<file path="src/rtl/toggle_cover_pkg.sv">
// Shared types and helpers for the toggle coverage collector.
package toggle_cover_pkg;

  // Width of the index field carried through the event FIFO; the top
  // resizes it to its IDX_W output.
  localparam int unsigned EVT_IDX_W = 64;

  // Transition direction of a cover point.
  typedef enum logic {
    RISE = 1'b0,
    FALL = 1'b1
  } dir_e;

  // One coverage event as queued towards the consumer.
  typedef struct packed {
    logic [EVT_IDX_W-1:0] index;
    dir_e                 dir;
  } cover_evt_t;

  // Local point number of a (bit, direction) pair: rise and fall interleaved.
  function automatic int unsigned point(input int unsigned i, input dir_e dir);
    return (2 * i) + ((dir == FALL) ? 32'd1 : 32'd0);
  endfunction

endpackage

</file>
<file path="src/rtl/toggle_cover_fifo.sv">
// Small synchronous FIFO for coverage events. Push is accepted while full
// when a pop happens on the same edge; flush empties it synchronously.
module toggle_cover_fifo #(
  parameter int unsigned DEPTH = 4,
  parameter type         T     = logic [7:0]
) (
  input  logic clock,
  input  logic reset,
  input  logic flush,
  input  logic push,
  input  T     din,
  input  logic pop,
  output T     dout,
  output logic full,
  output logic empty
);

  localparam int unsigned AW = $clog2(DEPTH);

  T           mem [DEPTH];
  logic [AW:0] wr_ptr;
  logic [AW:0] rd_ptr;
  logic        do_pop;
  logic        do_push;

  // Extra pointer bit distinguishes full from empty when the addresses match.
  assign empty   = (wr_ptr == rd_ptr);
  assign full    = (wr_ptr[AW] != rd_ptr[AW]) && (wr_ptr[AW-1:0] == rd_ptr[AW-1:0]);
  assign do_pop  = pop & ~empty;
  assign do_push = push & (~full | do_pop);
  assign dout    = mem[rd_ptr[AW-1:0]];

  // Pointer update; flush wins over any same-edge push or pop.
  always_ff @(posedge clock or negedge reset) begin
    if (!reset) begin
      wr_ptr <= '0;
      rd_ptr <= '0;
    end else if (flush) begin
      wr_ptr <= '0;
      rd_ptr <= '0;
    end else begin
      if (do_push) wr_ptr <= wr_ptr + 1'b1;
      if (do_pop)  rd_ptr <= rd_ptr + 1'b1;
    end
  end

  // Storage write.
  // NOTE: the storage array has no reset; the pointers alone define which
  // entries are meaningful, so resetting the data would only cost flops.
  always_ff @(posedge clock) begin
    if (do_push && !flush) mem[wr_ptr[AW-1:0]] <= din;
  end

endmodule

</file>
<file path="src/rtl/toggle_cover_collector.sv">
// Toggle coverage collector: detects per-bit rise/fall transitions, keeps a
// sticky coverage bitmap and reports each newly covered point once as a
// global cover index through a valid/ready event stream.
module toggle_cover_collector
  import toggle_cover_pkg::*;
#(
  parameter int unsigned     WIDTH       = 6,
  parameter longint unsigned COVER_INDEX = 0,
  parameter longint unsigned COVER_TOTAL = 38253,
  parameter int unsigned     FIFO_DEPTH  = 4,
  parameter int unsigned     IDX_W       = 64
) (
  input  logic                           clock,
  input  logic                           reset,
  input  logic [WIDTH-1:0]               valid,
  input  logic                           enable,
  input  logic                           clear,
  output logic                           evt_valid,
  input  logic                           evt_ready,
  output logic [IDX_W-1:0]               evt_index,
  output logic                           evt_dir,
  output logic [2*WIDTH-1:0]             covered,
  output logic [$clog2(2*WIDTH+1)-1:0]   hit_count,
  output logic                           all_covered
);

  localparam int unsigned NPTS = 2 * WIDTH;
  localparam int unsigned PW   = (NPTS > 1) ? $clog2(NPTS) : 1;
  localparam int unsigned CW   = $clog2(NPTS + 1);

  // COVER_TOTAL is informational; it only guards against an instance whose
  // points would fall outside the design-wide index range.
  if ((COVER_TOTAL != 0) && (COVER_INDEX + NPTS > COVER_TOTAL)) begin : g_range_error
    $error("toggle_cover_collector: cover points exceed COVER_TOTAL");
  end

  logic [WIDTH-1:0] prev_q;
  logic             primed_q;
  logic [NPTS-1:0]  covered_q;
  logic [NPTS-1:0]  pending_q;
  logic [NPTS-1:0]  covered_d;
  logic [NPTS-1:0]  pending_d;
  logic [WIDTH-1:0] rise;
  logic [WIDTH-1:0] fall;
  logic [NPTS-1:0]  points;
  logic [NPTS-1:0]  new_pts;
  logic             detect_en;
  logic             scan_hit;
  logic [PW-1:0]    scan_sel;
  logic             evt_pop;
  logic             do_push;
  cover_evt_t       push_evt;
  cover_evt_t       head_evt;
  logic             fifo_full;
  logic             fifo_empty;

  function automatic logic [CW-1:0] count_ones(input logic [NPTS-1:0] v);
    logic [CW-1:0] cnt;
    cnt = '0;
    for (int k = 0; k < NPTS; k++) cnt = cnt + CW'(v[k]);
    return cnt;
  endfunction

  // Edge detection, interleaving into point bits and first-hit filtering.
  // NOTE: every signal written here gets a default before any conditional
  // update, so no path leaves it unassigned and no latch is inferred.
  always_comb begin
    rise   = valid & ~prev_q;
    fall   = ~valid & prev_q;
    points = '0;
    for (int i = 0; i < WIDTH; i++) begin
      points[point(i, RISE)] = rise[i];
      points[point(i, FALL)] = fall[i];
    end
    detect_en = enable & primed_q & ~clear;
    new_pts   = detect_en ? (points & ~covered_q) : '0;
  end

  // Scanner: pick the lowest-numbered pending point (downward loop, last wins).
  always_comb begin
    scan_hit = 1'b0;
    scan_sel = '0;
    for (int k = NPTS - 1; k >= 0; k--) begin
      if (pending_q[k]) begin
        scan_hit = 1'b1;
        scan_sel = PW'(k);
      end
    end
  end

  assign evt_pop        = evt_valid & evt_ready;
  assign do_push        = scan_hit & ~clear & (~fifo_full | evt_pop);
  assign push_evt.index = EVT_IDX_W'(COVER_INDEX) + EVT_IDX_W'(scan_sel);
  assign push_evt.dir   = dir_e'(scan_sel[0]);

  // Next coverage and pending bitmaps; clear discards same-edge hits.
  always_comb begin
    pending_d = pending_q;
    if (do_push) pending_d[scan_sel] = 1'b0;
    pending_d = pending_d | new_pts;
    covered_d = covered_q | new_pts;
    if (clear) begin
      pending_d = '0;
      covered_d = '0;
    end
  end

  // Coverage state and registered summary counters.
  // NOTE: state registers use non-blocking assignment so every flop samples
  // the pre-edge values regardless of statement order.
  always_ff @(posedge clock or negedge reset) begin
    if (!reset) begin
      prev_q      <= '0;
      primed_q    <= 1'b0;
      covered_q   <= '0;
      pending_q   <= '0;
      hit_count   <= '0;
      all_covered <= 1'b0;
    end else begin
      prev_q      <= valid;
      primed_q    <= 1'b1;
      covered_q   <= covered_d;
      pending_q   <= pending_d;
      hit_count   <= count_ones(covered_d);
      all_covered <= &covered_d;
    end
  end

  toggle_cover_fifo #(
    .DEPTH (FIFO_DEPTH),
    .T     (cover_evt_t)
  ) u_fifo (
    .clock (clock),
    .reset (reset),
    .flush (clear),
    .push  (do_push),
    .din   (push_evt),
    .pop   (evt_pop),
    .dout  (head_evt),
    .full  (fifo_full),
    .empty (fifo_empty)
  );

  // Head payload is forced to zero while empty so unwritten storage never shows.
  assign evt_valid = ~fifo_empty;
  assign evt_index = fifo_empty ? '0 : IDX_W'(head_evt.index);
  assign evt_dir   = fifo_empty ? 1'b0 : head_evt.dir;
  assign covered   = covered_q;

endmodule

</file>
<file path="config.mk">
export PLATFORM = sky130hd
export DESIGN_NAME = toggle_cover_collector
export DESIGN_NICKNAME = d
export VERILOG_FILES = /design/src/rtl/toggle_cover_pkg.sv /design/src/rtl/toggle_cover_fifo.sv /design/src/rtl/toggle_cover_collector.sv
export SDC_FILE = /design/constraint.sdc
export NUM_CORES = 1
export LEC_CHECK = 0
export CAP_MARGIN = 20
export CORE_MARGIN = 2
export CORE_UTILIZATION = 30
export CTS_CLUSTER_SIZE = 10
export DETAILED_ROUTE_END_ITERATION = 10
export PLACE_DENSITY_LB_ADDON = 0.25
export SLEW_MARGIN = 5
export SYNTH_ARGS = -nofsm -noshare
export SYNTH_HDL_FRONTEND = slang
export SYNTH_HIERARCHICAL = 1
export SYNTH_SLANG_ARGS = --single-unit
export TNS_END_PERCENT = 5
</file>
<file path="constraint.sdc">
create_clock -name clock -period 7.8 [get_ports clock]
set_input_delay 1.56 -clock clock [delete_from_list [all_inputs] [get_ports clock]]
set_output_delay 1.56 -clock clock [all_outputs]
set_load 0.05 [all_outputs]
</file>
=== Yosys cells after proc, flatten, opt, wreduce, memory -nomap -nowiden ===
Memory sizes are Yosys's and may differ from the RTL's.
Cells that the tools add are included.

* Divide/modulo/power cells: 0
* Bitwise logic cells: 22
* Equal/unequal tests: 3
* Multiplexer cells: 38
* Magnitude comparators: 2
* Reduce and logical (&&, ||, !) cells: 7
* Multipliers: 0
* Shift-type cells: 0
* Add/sub/neg operators: 13

{| class="wikitable"
|+ Operator list
! operator !! count
|-
| $mux W64 || 1
|-
| $mux W12 || 4
|-
| $mux W4 || 12
|-
| $add A4 B1 Y4 || 8
|-
| $and A12 B12 Y12 || 2
|-
| $not A12 Y12 || 2
|-
| $or A12 B12 Y12 || 2
|-
| $mux W1 || 16
|-
| $and A6 B6 Y6 || 2
|-
| $mux W3 || 4
|-
| $not A6 Y6 || 2
|-
| $reduce_and A12 Y1 || 1
|-
| $and A1 B1 Y1 || 7
|-
| $add A3 B1 Y3 const B || 2
|-
| $lt A4 B5 Y1 const B || 1
|-
| $add A3 B1 Y4 || 1
|-
| $demux W1 S4 || 1
|-
| $ge A4 B1 Y1 const B || 1
|-
| $reduce_bool A2 Y1 || 2
|-
| $add A2 B1 Y3 || 1
|-
| $eq A3 B3 Y1 || 1
|-
| $logic_and A1 B1 Y1 || 3
|-
| $not A1 Y1 || 3
|-
| $add A1 B1 Y2 || 1
|-
| other kinds (4) || 5
|}

* Flip-flop bits (word level): 42
* Bits in latches: 0
* Logic and storage cells: 94
* Input bits: 11
* Output and inout port bits: 83
* Bits in read-only memories: 0
* Memory bits (writable): 20
* Memories kept: 1

{| class="wikitable"
|+ Memory list
! name !! depth !! width !! rd ports !! clocked after Yosys merged registers in !! wr ports !! RTL line !! text
|-
| u_fifo.mem || 4 || 5 || 1 || 0 || 1 || toggle_cover_fifo.sv:20 || <nowiki>T mem [DEPTH];</nowiki>
|}

=== Depth between registers and ports, before layout ===
Gate-level depths: netlist of run 1.

* Depth after elaboration: 21
* Gate-level depth with buffers: 13
* Gate-level depth less buffers: 13

=== Hierarchy ===
Netlist of run 1, hierarchy kept.

{| class="wikitable"
|+ Modules (own cells, without submodules)
! module !! sequential area each (sq um) !! cells each !! times used !! area each (sq um)
|-
| toggle_cover_fifo || 7,957.6 || 395 || 1 || 9,924.5
|-
| toggle_cover_collector || 900.9 || 255 || 1 || 2,317.2
|}

=== Worst setup path before layout of run 1 ===
No wires, ideal clock.

* Kind: input-to-reg
* From: input enable
* To: register hit_count[2]
* Data arrival time: 4.986 ns
* Stages on the path: 12
* Required time: 7.677 ns
* Buffers on the path: 0
* Slack: 2.691 ns
* Cells stage by stage: and2_4 > nand2_4 > or4_4 > a21boi_4 > fa_1 > fa_1 > fa_1 > fa_1 > inv_1 > ha_1 > fa_1 > xor2_1

* Word-level cells in the longest chain between the ends: 16

{| class="wikitable"
|+ Ends and longest elaborated chain
! what !! RTL line !! text
|-
| start, declared || toggle_cover_collector.sv:16 || <nowiki>input logic enable,</nowiki>
|-
| $and A1 B1 Y1 * (2 in a row) || toggle_cover_collector.sv:75 || <nowiki>detect_en = enable & primed_q & ~clear;</nowiki>
|-
| $mux W12 * || toggle_cover_collector.sv:76 || <nowiki>new_pts = detect_en ? (points & ~covered_q) : '0;</nowiki>
|-
| $or A12 B12 Y12 * || toggle_cover_collector.sv:101 || <nowiki>covered_d = covered_q | new_pts;</nowiki>
|-
| $mux W12 * || toggle_cover_collector.sv:102 || <nowiki>if (clear) begin</nowiki>
|-
| $add A1 B1 Y2 || toggle_cover_collector.sv:60 || <nowiki>for (int k = 0; k < NPTS; k++) cnt = cnt + CW'(v[k]);</nowiki>
|-
| $add A2 B1 Y3 || toggle_cover_collector.sv:60 ||
|-
| $add A3 B1 Y4 || toggle_cover_collector.sv:60 ||
|-
| $add A4 B1 Y4 (7 in a row) || toggle_cover_collector.sv:60 ||
|-
| $add A4 B1 Y4 * || toggle_cover_collector.sv:60 ||
|-
| end signal, assigned || toggle_cover_collector.sv:124 || <nowiki>hit_count <= count_ones(covered_d);</nowiki>
|-
| end, declared || toggle_cover_collector.sv:23 || <nowiki>output logic [$clog2(2*WIDTH+1)-1:0] hit_count,</nowiki>
|}

Mark *: on every way between the ends. The rest lies on a longest branch, timed or not.
A chain may end at the register's enable or synchronous reset.

==> results of run 1 <==
power groups by stage:
stage	Clock, mW	Sequential, mW	Combinational [mW]
2_1_floorplan	0	1.88	0.434
3_3_place_gp	0	1.87	0.666
3_5_place_dp	0	1.87	0.668
4_1_cts	1.54	1.84	0.669
5_1_grt	1.60	1.84	0.706
6_report	1.47	1.84	0.656
cells in the mapped netlist, types with 4 or more instances:
library cell,count,area share (%)
nand3_1,7,0.29
inv_1,37,1.1
nand4_1,4,0.20
and2_1,5,0.26
clkbuf_1,11,0.34
fa_1,7,1.1
buf_6,5,0.46
buf_2,8,0.33
nor4_1,6,0.31
nand2b_1,6,0.31
nor2b_1,69,3.5
nand2_1,11,0.34
nor2_1,22,0.67
a31oi_1,4,0.20
o21ai_0,6,0.25
mux4_2,65,12
edfxtp_1,260,64
dfrtp_1,42,8.6
ha_1,10,1.0
a21oi_1,4,0.16
cells in the final DEF (no fill, tap or decap), types with 4 or more instances in the layout:
cell type          n
a31oi_1            4
nand4_1            4
conb_1           241
nand3_1            7
buf_4             11
nor2_1            21
nor2b_1           69
clkdlybuf4s50_1   92
clkbuf_16         37
clkbuf_1           7
nand2_1           11
inv_1             37
edfxtp_1         260
ha_1              10
and2_2             4
nor4_1             6
mux4_2            65
nand2b_1           6
fa_1               7
o21ai_0            6
dfrtp_1           40
a21oi_1            4
final timing paths:
kind,startpoint,to
setup / recovery,u_fifo/rd_ptr[1],evt_index[27]
hold / removal,prev_q[1],pending_q[2]
setup reg to reg,u_fifo/rd_ptr[1],u_fifo/mem[0][11]
hold reg to reg,prev_q[1],pending_q[2]
max in group asynchronous,reset,u_fifo/rd_ptr[0]
min in group asynchronous,reset,prev_q[1]
cell families after synthesis:
group           share of synthesized area [%]
compound gates                           2.91
flops                                    72.4
mux                                      12.4
fa+ha+maj                                2.17
simple gates                             7.00
xor+xnor                                0.634
other cells                            0.0613
buf+inv                                  2.46
worst register-to-register path, cell delays in order, from the launching register on:
cell and delay, ns:
dfrtp_2 0.65, xnor2_2 0.44, nand2_1 0.17, nor2_4 0.73, nor2b_1 0.18, o21ai_1 0.62, a31oi_1 0.22, nand2b_1 0.14
a41oi_1 0.07, and2_2 0.44, buf_4 0.39
through the flow:
step	hold WS, ns	utilization (%)	cells
after floorplan	0.445	-	889
after CTS	0.510	38.7	1550
after global placement	0.504	36.2	1499
after global routing	0.545	38.8	1551
final	0.517	38.8	1551
after detailed placement	0.499	36.2	1499
area by class of cell:
class / count / area (µm²)
Sequential cell: 302 / 8860
Fill cell: 3744 / 24800
Clock buffer: 46 / 980
Clock inverter: 5 / 33.8
Inverter: 40 / 153
Tap cell: 532 / 666
Timing Repair Buffer: 105 / 1030
Multi-Input combinational cell: 521 / 3990
metal layers:
metal	vias up	global-route usage [%]	part of all wire, %
li1	2994	-	-
met1	3081	15.4	44
met2	142	19.7	49
met3	37	2.57	5.0
met4	0	3.42	2.0
met5	-	0	0
flip-flops by register name, indices dropped and copies added, names as in the netlist:
signal / cells
all_covered: 1
covered: 12
hit_count: 4
pending_q: 12
prev_q: 6
primed_q: 1
u_fifo/mem: 260
u_fifo/rd_ptr: 3
u_fifo/wr_ptr: 3
==> impl_metrics.json, run 1 <==
{
  "status": "finished clean",
  "finalInstanceArea_um2": 15700,
  "clkSlewWorstSetupHoldPaths_ns": 0.06,
  "postCtsSetupBuffers": 0,
  "cp-start-kind": "flip-flop",
  "hold_viol": 0,
  "grt_pass1_vias": 6711,
  "syn_avg_cell_area_um2": 18.8,
  "fin_crit_sh_pct": 70.9,
  "placement.cell_area_um2": 14700,
  "drc": 0,
  "syn_inst": 650,
  "grt_pass1_wl_um": 38000,
  "insertion_delay_ns": 0.51,
  "synth_edf_count": 260,
  "overflow": 0,
  "num_rows": 74,
  "comb_power_share_pct": 16.5,
  "num_vias": 6254,
  "die-width_um": 206,
  "ios": 94,
  "yosys_warnings": 6,
  "cts_made_buffers": 37,
  "cts_root_buf": "clkbuf_16",
  "swShare_pct": 26.9,
  "finalSetupViolCount": 0,
  "cts_sinks": 302,
  "p_int_mw": 2.90,
  "hp-class": "flip-flop to flip-flop",
  "syn-cell-area_um2": 12200,
  "tightest_slew_ns": 1.04,
  "numPortBuffers": 93,
  "finalSetupTns_ns": 0,
  "clock_power_share_pct": 37.2,
  "antenna_found_initial": 0,
  "grt_max_degree": 66,
  "globalplace.congestion": 0.803,
  "worst_ep_arrival_time_ns": 3.97,
  "clock.fmax_mhz": 181,
  "hold_depth": 1,
  "crit_type": "flip-flop to primary output",
  "p_per_area_nw_per_um2": 252,
  "seq_area_frac_synth_pct": 72.4,
  "drtAntennaViolNets": 0,
  "switchingPower_mw": 1.07,
  "syn_to_final_growth_pct": 28.4,
  "rsz0062_at_grt": "no",
  "pre_cts_slack_ns": 1.77,
  "ff2ff_path_depth": 10,
  "power.leakage_nw": 5.66,
  "fin_worst_skew_ns": 0.0108,
  "cpLargestDelayFamily": "buffers and inverters",
  "nNetsFinal": 1035,
  "critPathSlowestCell": "nor2_4",
  "htreeDepth": 2,
  "synth_seq_cells": 302,
  "period_needed_ns": 5.53,
  "drt_iter0_markers": 298,
  "cp_max_fo": 36,
  "totalWireLength_um": 23700,
  "start_util_pct": 30.2,
  "power.total_mw": 3.97,
  "critical_path_buf_inv_count": 2,
  "slew_viol_final": 0,
  "place_hpwl_um": 13800,
  "seq_power_share_pct": 46.3,
  "worstPathRequired_ns": 6.24,
  "cts_tree": "yes",
  "regToRegSetupSlack_ns": 3.43,
  "wire_per_inst_um": 15.3,
  "track_usage_pct": 11.8,
  "async_flop_share_pct": 13.9,
  "dieArea_um2": 42400,
  "diodes": 0,
  "synth_flop_cell": "edfxtp_1",
  "synth_cell_type_count": 60,
  "drive_above_1_share_pct": 14.0,
  "setup_slack_ns": 2.27,
  "drt_pre_antenna_iters": 4,
  "vdd_drop_max_mv": 0.115,
  "die_y_um": 206,
  "path_depth": 6,
  "cp_slowest_stage_delay_ns": 0.73,
  "worst_setup_path_end_kind": "primary output",
  "cts_hold_buf": 0,
  "cts.path.max_buffers": 3,
  "coreArea_um2": 40600,
  "slew_headroom_pct": 30.4,
  "cap_violations": 0,
  "vias_per_cell": 4.03,
  "cts_resized": 0,
  "cp_cell_sequence": "xnor2_2, nand2_1, nor2_4, buf_4, nor2b_1, clkdlybuf4s50_1"
}
(Power assumes the default switching activity.)
==> run 2: changes to the inputs <==
- clock period: 7.8 -> 5.1 ns (I/O delays scaled with it)
==> impl_metrics.json, run 2 (synthesis gave the netlist of run 1 again) <==
{
  "status": "finished clean",
  "regToRegSetupSlack_ns": 0.95,
  "ios": 94,
  "finalSetupTns_ns": 0,
  "die_y_um": 206,
  "die-width_um": 206,
  "power.leakage_nw": 5.74,
  "power.total_mw": 6.06,
  "worstPathRequired_ns": 5.47,
  "cp-start-kind": "primary input",
  "nNetsFinal": 1049,
  "crit_type": "primary input to flip-flop",
  "insertion_delay_ns": 0.51,
  "largest_reg_flops": 260,
  "drt_iter0_markers": 240,
  "coreArea_um2": 40600,
  "cp_slowest_stage_delay_ns": 0.52,
  "critical_path_buf_inv_count": 2,
  "rsz0062_at_grt": "no",
  "vias_per_cell": 4.05,
  "finalSetupViolCount": 0,
  "layout_common_cells": "edfxtp_1, conb_1, clkdlybuf4s50_1",
  "drc": 0,
  "grt_max_degree": 68,
  "worst_ep_arrival_time_ns": 5.02,
  "htreeDepth": 2,
  "multi_input_area_um2": 3990,
  "worst_setup_path_end_kind": "flip-flop",
  "slew_viol_final": 0,
  "cts_sinks": 302,
  "grt_pass1_vias": 6904,
  "cp_max_fo": 4,
  "dieArea_um2": 42400,
  "antenna_found_initial": 0,
  "drt_pre_antenna_iters": 4,
  "tightest_slew_ns": 1.04,
  "fin_worst_skew_ns": 0.0198,
  "clock.fmax_mhz": 215,
  "fin_crit_sh_pct": 91.1,
  "regArea_um2": 8860,
  "start_util_pct": 30.2,
  "p_per_area_nw_per_um2": 382,
  "numPortBuffers": 93,
  "cap_violations": 0,
  "track_usage_pct": 11.6,
  "cts_resized": 0,
  "wire_per_inst_um": 15.0,
  "slew_headroom_pct": 30.4,
  "hp-class": "primary input to async pin",
  "drive_above_1_share_pct": 15.2,
  "grt_pass1_wl_um": 37800,
  "cp_cell_sequence": "clkdlybuf4s50_1, and2_4, nand2_4, or4_4, a21boi_4, fa_1, fa_1, fa_1, fa_1, inv_1, ha_1, fa_1, xor2_1",
  "cts_root_buf": "clkbuf_16",
  "num_vias": 6332,
  "diodes": 0,
  "critPathSlowestCell": "fa_1",
  "period_needed_ns": 4.64,
  "place_hpwl_um": 13600,
  "final_common_cell": "edfxtp_1",
  "cts.path.max_buffers": 3,
  "hold_viol": 0,
  "cpLargestDelayFamily": "adder cells",
  "clkSlewWorstSetupHoldPaths_ns": 0.06,
  "num_rows": 74,
  "cts_tree": "yes",
  "cts_hold_buf": 0,
  "syn_to_final_growth_pct": 29.7,
  "postCtsSetupBuffers": 0,
  "cts_made_buffers": 37,
  "drtAntennaViolNets": 0,
  "totalWireLength_um": 23500,
  "nFillCells": 3780,
  "vdd_drop_max_mv": 0.192,
  "cpMostUsedCell": "fa_1",
  "overflow": 0,
  "globalplace.congestion": 0.805
}
==> run 2: through the flow <==
step           area (µm²)  cells  setup WS, ns  hold slack (ns)  utilization (%)
6_report            15900   1563         0.456            0.349             39.2
5_1_grt             15900   1563         0.335            0.336             39.2
4_1_cts             15900   1562         0.472            0.496             39.1
3_5_place_dp        14900   1513       -0.0362            0.482             36.6
3_3_place_gp        14900   1513       -0.0428            0.495             36.6
2_1_floorplan       13100    889         0.531            0.445                -
==> run 2: worst register-to-register path: stages, from the launching register on <==
cell and delay, ns:
dfrtp_1 0.44, and2_4 0.19, and2_1 0.20, nand3_1 0.11
o21ai_0 0.17, fa_1 0.60, inv_1 0.06, fa_1 0.52
fa_1 0.43, fa_1 0.49, inv_1 0.04, ha_1 0.20
fa_1 0.38, xor2_1 0.17
==> run 2: path summary, 6_finish.rpt <==
| path | start | cells past startpoint | endpoint |
|---|---|---|---|
| min | reset | 1 | prev_q[2] |
| min in group clock | prev_q[1] | 1 | pending_q[2] |
| max reg2reg | primed_q | 13 | hit_count[2] |
| min reg2reg | prev_q[1] | 1 | pending_q[2] |
| max in group asynchronous | reset | 2 | u_fifo/rd_ptr[1] |
| max | enable | 13 | hit_count[2] |
==> run 2: layer usage <==
layer	vias to the layer above	GRT usage (%)	share of wire, %	wire [µm]
met5	-	0	0	0
met4	0	3.42	2.3	546
met3	44	2.33	3.9	923
met2	126	20.6	51	11900
met1	3143	14.4	43	10100
li1	3019	-	-	-
==> run 2: power by group <==
| part | switching [mW] | internal (mW) | total, mW |
|---|---|---|---|
| sequential | 0.0338 | 2.77 | 2.80 |
| combinational | 0.679 | 0.342 | 1.02 |
| clock | 0.921 | 1.32 | 2.24 |
| total | 1.63 | 4.43 | 6.06 |
==> run 2: cell type report <==
cell class / count / share of cell area (%)
multi-input cells: 521 / 25.1
well taps: 532 / 4.19
repair buffers: 119 / 7.61
inverters: 40 / 0.961
flip-flops and latches: 302 / 55.8
clock inverters: 6 / 0.252
clock buffers: 43 / 6.04
